===== config.mk =====
export PLATFORM = sky130hd
export DESIGN_NAME = char_buffer_sequencer
export DESIGN_NICKNAME = d
export VERILOG_FILES = /design/src/rtl/char_buffer_sequencer.sv
export SDC_FILE = /design/constraint.sdc
export NUM_CORES = 1
export LEC_CHECK = 0
export CORE_MARGIN = 2
export CORE_UTILIZATION = 35
export DETAILED_ROUTE_END_ITERATION = 8
export PLACE_DENSITY_LB_ADDON = 0.3
export SLEW_MARGIN = 5
export SYNTH_ARGS = -nofsm -noshare
export SYNTH_HDL_FRONTEND = slang
export SYNTH_SLANG_ARGS = --single-unit

===== constraint.sdc =====
create_clock -name clk -period 2.85 [get_ports clk]
set_input_delay 0.57 -clock clk [delete_from_list [all_inputs] [get_ports clk]]
set_output_delay 0.57 -clock clk [all_outputs]
set_load 0.02 [all_outputs]

===== src/rtl/char_buffer_sequencer.sv =====
// Character buffer RAM port owner: passes command writes through when idle and
// runs queued scroll-up (copy + fill) and clear (fill) sequences during vblank.
module char_buffer_sequencer #(
   parameter int unsigned COLS      = 80,
   parameter int unsigned ROWS      = 24,
   parameter int unsigned ADDR_BITS = 11,
   parameter logic [7:0]  FILL_CHAR = 8'h20
) (
   input  logic                 clk,
   input  logic                 rst_n,
   input  logic                 vblank,
   input  logic                 cmd_wen,
   input  logic [ADDR_BITS-1:0] cmd_waddr,
   input  logic [7:0]           cmd_wchar,
   output logic                 cmd_ready,
   input  logic                 scroll_req,
   input  logic                 clear_req,
   input  logic [ADDR_BITS-1:0] vid_raddr,
   output logic [ADDR_BITS-1:0] ram_raddr,
   input  logic [7:0]           ram_rdata,
   output logic [ADDR_BITS-1:0] ram_waddr,
   output logic [7:0]           ram_wdata,
   output logic                 ram_wen,
   output logic                 busy,
   output logic                 done,
   output logic                 overflow
);

   localparam int unsigned COPY_LEN   = COLS * (ROWS - 1);
   localparam int unsigned SCREEN_LEN = COLS * ROWS;

   localparam logic [ADDR_BITS-1:0] ROW_OFFSET  = ADDR_BITS'(COLS);
   localparam logic [ADDR_BITS-1:0] COPY_LAST   = ADDR_BITS'(COPY_LEN);
   localparam logic [ADDR_BITS-1:0] SCREEN_LAST = ADDR_BITS'(SCREEN_LEN - 1);

   typedef enum logic [1:0] {
      ST_IDLE,
      ST_COPY,
      ST_FILL
   } state_e;

   state_e                 state_q, state_d;
   logic [ADDR_BITS-1:0]   addr_q, addr_d;
   logic [1:0]             scroll_pend_q, scroll_pend_d;
   logic                   clear_pend_q, clear_pend_d;
   logic                   done_q, done_d;
   logic                   overflow_q, overflow_d;
   logic [1:0]             scroll_left;
   logic                   start_c;
   logic                   start_clear;
   logic                   start_scroll;

   // Start only in vblank, and never in a cycle that carries a command write.
   assign start_c      = (state_q == ST_IDLE) && vblank && !cmd_wen &&
                         (clear_pend_q || (scroll_pend_q != 2'd0));
   assign start_clear  = start_c && clear_pend_q;
   assign start_scroll = start_c && !clear_pend_q;

   // Request queueing and sequencing; both fills end on the last screen cell.
   always_comb begin : next_state
      state_d       = state_q;
      addr_d        = addr_q;
      done_d        = 1'b0;
      clear_pend_d  = clear_pend_q;
      scroll_pend_d = scroll_pend_q;
      overflow_d    = overflow_q;
      scroll_left   = scroll_pend_q - 2'(start_scroll);

      if (clear_req) begin
         clear_pend_d  = 1'b1;
         scroll_pend_d = 2'd0;
      end else begin
         if (start_clear) begin
            clear_pend_d = 1'b0;
         end
         if (scroll_req) begin
            if (scroll_left == 2'd3) begin
               scroll_pend_d = scroll_left;
               overflow_d    = 1'b1;
            end else begin
               scroll_pend_d = scroll_left + 2'd1;
            end
         end else begin
            scroll_pend_d = scroll_left;
         end
      end

      case (state_q)
         ST_IDLE: begin
            if (start_clear) begin
               state_d = ST_FILL;
               addr_d  = '0;
            end else if (start_scroll) begin
               state_d = ST_COPY;
               addr_d  = '0;
            end
         end
         ST_COPY: begin
            if (addr_q == COPY_LAST) begin
               state_d = ST_FILL;
               addr_d  = COPY_LAST;
            end else begin
               addr_d = addr_q + ADDR_BITS'(1);
            end
         end
         ST_FILL: begin
            if (addr_q == SCREEN_LAST) begin
               state_d = ST_IDLE;
               done_d  = 1'b1;
            end else begin
               addr_d = addr_q + ADDR_BITS'(1);
            end
         end
         default: begin
            state_d = ST_IDLE;
         end
      endcase
   end

   always_ff @(posedge clk) begin : state_reg
      if (!rst_n) begin
         state_q       <= ST_IDLE;
         addr_q        <= '0;
         scroll_pend_q <= 2'd0;
         clear_pend_q  <= 1'b0;
         done_q        <= 1'b0;
         overflow_q    <= 1'b0;
      end else begin
         state_q       <= state_d;
         addr_q        <= addr_d;
         scroll_pend_q <= scroll_pend_d;
         clear_pend_q  <= clear_pend_d;
         done_q        <= done_d;
         overflow_q    <= overflow_d;
      end
   end

   assign busy      = (state_q != ST_IDLE);
   assign cmd_ready = rst_n && (state_q == ST_IDLE);
   assign done      = done_q;
   assign overflow  = overflow_q;

   // RAM port mux; copy writes lag reads by one cycle to absorb read latency.
   always_comb begin : ram_mux
      ram_raddr = '0;
      ram_waddr = '0;
      ram_wdata = 8'h00;
      ram_wen   = 1'b0;
      case (state_q)
         ST_IDLE: begin
            ram_raddr = vid_raddr;
            ram_waddr = cmd_waddr;
            ram_wdata = cmd_wchar;
            ram_wen   = cmd_wen && cmd_ready;
         end
         ST_COPY: begin
            if (addr_q < COPY_LAST) begin
               ram_raddr = ROW_OFFSET + addr_q;
            end
            if (addr_q != '0) begin
               ram_waddr = addr_q - ADDR_BITS'(1);
               ram_wdata = ram_rdata;
               ram_wen   = rst_n;
            end
         end
         ST_FILL: begin
            ram_waddr = addr_q;
            ram_wdata = FILL_CHAR;
            ram_wen   = rst_n;
         end
         default: begin
            ram_wen = 1'b0;
         end
      endcase
   end

endmodule


==> impl_metrics.json <==
{
  "run_status": "finished with violations",
  "violations": "negative setup slack",
  "path_cells": "inv_4 > ha_4 > or3b_4 > o41ai_4 > buf_4 > buf_4 > nor3b_1 > a21oi_1 > a21oi_1 > buf_4",
  "grt_max_degree": 22,
  "grt_pass1_vias": 2212,
  "io_pins": 79,
  "seqCellArea_um2": 363,
  "crit_path_frequent_cell": "buf_4",
  "drt-wirelength-per-cell_um": 14.9,
  "synthTopCellsByCount": "nor2_1, nand2_1, nand3_1, o21ai_0, dfxtp_1",
  "wirelength_mm": 6.61,
  "postCtsHoldBufs": 0,
  "ir_drop_uv": 400,
  "yosys_warnings": 0,
  "gp_congestion": 0.874,
  "grtUsageMet2_pct": 36.6,
  "vias_per_cell": 5.38,
  "rr_endpoint": "addr_q[10]",
  "maxSlewViolCount": 0,
  "power_leakage_nw": 1.29,
  "portBuffers": 78,
  "layout.cells.non_filler": 443,
  "numCtsBuffers": 3,
  "utilization_pct": 59.0,
  "initial_core_util_pct": 36.9,
  "path_clk_slew_ns": 0.07,
  "fillers": 500,
  "firstDrtPassIters": 4,
  "ys_ff_latch": 18,
  "synth_edf_count": 0,
  "relSlewSlack_pct": 49.6,
  "syn_nets": 327,
  "period_minus_slack_ns": 2.86,
  "critPathRequiredTime_ns": 2.28,
  "dp.cells": 433,
  "cts_max_path_buffers": 2,
  "worst_hold_path.endpoint": "overflow",
  "grt_antenna_before_repair": 0,
  "cpPeakStageDelay_ns": 0.40,
  "grt_remaining_overflow": 0,
  "async_reset_ff_share_pct": 0,
  "crit_arrival_ns": 2.29,
  "skew_ns": 0.00454,
  "busiest_layer": "met2",
  "drtAntennaViolNets": 0,
  "crit_fanout": 5,
  "layout_worst_path_cycle_share_pct": 100,
  "clock_latency_ns": 0.26,
  "rows": 26,
  "grt_pass1_wl_mm": 10.6,
  "h-tree-depth": 1,
  "cts-root-buf": "clkbuf_8",
  "synth.distinct_cells": 56,
  "clock-sinks": 18,
  "holdWs_ns": 0.487,
  "die_area_mm2": 0.00610,
  "synth_top_area_share_pct": 18.8,
  "drive_gt1_share_pct": 25.2,
  "setup.worst_path.start_class": "register",
  "power_mw": 1.50,
  "avgSynthCellArea_um2": 7.06,
  "fmax_ghz": 0.349,
  "slowest_stage": "or3b_4",
  "area_growth_pct": 59.9,
  "core_area_mm2": 0.00520,
  "drtIter0Drc": 171,
  "maxCapViolations": 0,
  "power.density_mw_per_mm2": 488,
  "synth_area_mm2": 0.00192,
  "ys_seq_area_share_pct": 18.8,
  "nets": 429,
  "antenna_cells": 0,
  "tightest_slew_ns": 0.757,
  "cts_tree": "yes",
  "multi_input_area_mm2": 0.00147,
  "synth_flop_cell": "dfxtp_1",
  "setup_slack_ns": -0.0130,
  "fp.dieW_um": 78.1,
  "grtUsageMet3_pct": 2.76,
  "vias": 2383,
  "holdPathStages": 2,
  "crit_path_end_kind": "output pin",
  "setup_viol": 3,
  "yosysMostFrequentCell": "nor2_1",
  "crit_type": "register to output pin",
  "holdCritPathClass": "register to register",
  "hpwl_mm": 5.05,
  "hold_viol_final": 0,
  "reg2regPathDepth": 9,
  "r2r_start": "state_q[0]",
  "met1_usage_pct": 28.0,
  "hp-start": "overflow",
  "synthTopCellsByArea": "dfxtp_1, ha_1, nor2_1",
  "grt_use_total_pct": 21.1,
  "rsz0062_at_grt": "yes",
  "route.detailed.drc": 0,
  "rrSetupSlack_ns": 0.51,
  "yosysTopAreaCell": "dfxtp_1",
  "syn_inst": 272,
  "die_h_um": 78.1
}
layout make-up:
cell class / count / area share, %
Inverter: 11 / 1.43
Timing Repair Buffer: 122 / 34.2
Multi-Input combinational cell: 218 / 47.9
Tap cell: 70 / 2.85
Clock buffer: 4 / 1.79
Sequential cell: 18 / 11.8
per-layer routing:
layer  vias to the layer above  wire, um  share of wire (%)
met3                         9       354                5.4
li1                       1201         -                  -
met2                        65      3200                 48
met4                         0        68                1.0
met1                      1108      2990                 45
met5                         -         0                  0
where the power goes:
group          internal [mW]  total [mW]  switching [mW]
sequential             0.263       0.274          0.0113
clock                  0.123       0.216          0.0928
combinational          0.453        1.01           0.556
total                  0.839        1.50           0.660
registers in the layout, summed over array words and instances (netlist names):
name / count
addr_q: 11
scroll_pend_q: 2
state_q: 2
clear_pend_q: 1
done: 1
overflow: 1
worst max-delay path: cells and delay by family, from the launching register on:
family	cells	cell delay, ns
DFF	1	0.34
buffers and inverters	4	0.58
AOI/OAI and AO/OA	3	0.55
and+or+nand+nor	2	0.44
adders and majority gates	1	0.12
through the flow:
| stage | worst slack (ns) | cell area, um^2 | TNS (ns) |
|---|---|---|---|
| detailed placement | -0.123 | 2970 | -0.821 |
| finish | -0.0130 | 3070 | -0.0308 |
| CTS | -0.0250 | 2970 | -0.0250 |
| floorplan | 0.179 | 1920 | 0 |
| global route | -0.135 | 3070 | -0.475 |
| global placement | -0.0544 | 2970 | -0.190 |
worst max path at each step:
stage | start | endpoint | slack, ns | cells after the start
6_report | addr_q[1] | ram_waddr[2] | -0.01 | 10
5_1_grt | addr_q[1] | ram_waddr[0] | -0.13 | 10
4_1_cts | addr_q[0] | ram_waddr[1] | -0.02 | 10
3_5_place_dp | addr_q[1] | ram_waddr[10] | -0.12 | 9
3_3_place_gp | addr_q[1] | ram_waddr[10] | -0.05 | 9
2_1_floorplan | addr_q[0] | ram_waddr[8] | 0.18 | 7
cells by family after synthesis:
logic type               synth area share [%]
adder cells (fa/ha/maj)                  7.17
multiplexers                             1.56
flip-flops                               18.8
AND/OR/NAND/NOR                          31.7
buffers and inverters                    8.01
XOR/XNOR                                 4.10
AO/OA/AOI/OAI                            28.7
cells in the final DEF, fill, tap and decap left out, drive strengths merged, types with 3 or more instances in the layout:
| cell type | instances |
|---|---|
| or3 | 5 |
| clkbuf | 5 |
| nand2b | 6 |
| a31oi | 4 |
| buf | 61 |
| or3b | 3 |
| o21ai | 20 |
| dfxtp | 18 |
| inv | 11 |
| nand2 | 20 |
| dlygate4sd2 | 4 |
| a21oi | 16 |
| a221oi | 3 |
| a211oi | 3 |
| a22oi | 11 |
| o221a | 3 |
| and3 | 3 |
| xor2 | 5 |
| nand3 | 20 |
| nor2 | 31 |
| nor2b | 3 |
| a22o | 3 |
| nor3 | 10 |
| ha | 11 |
| nand3b | 3 |
| clkdlybuf4s50 | 53 |
| mux2i | 3 |
| xnor2 | 4 |
what timing repair did:
item,in CTS,in global routing
cloned,0,0
endpoints found under the setup margin,25,21
gates resized for setup,81,31
setup buffers,2,4
pin swaps,0,6
endpoints found under the hold margin,0,0
Power figures use the tool's default switching activity.
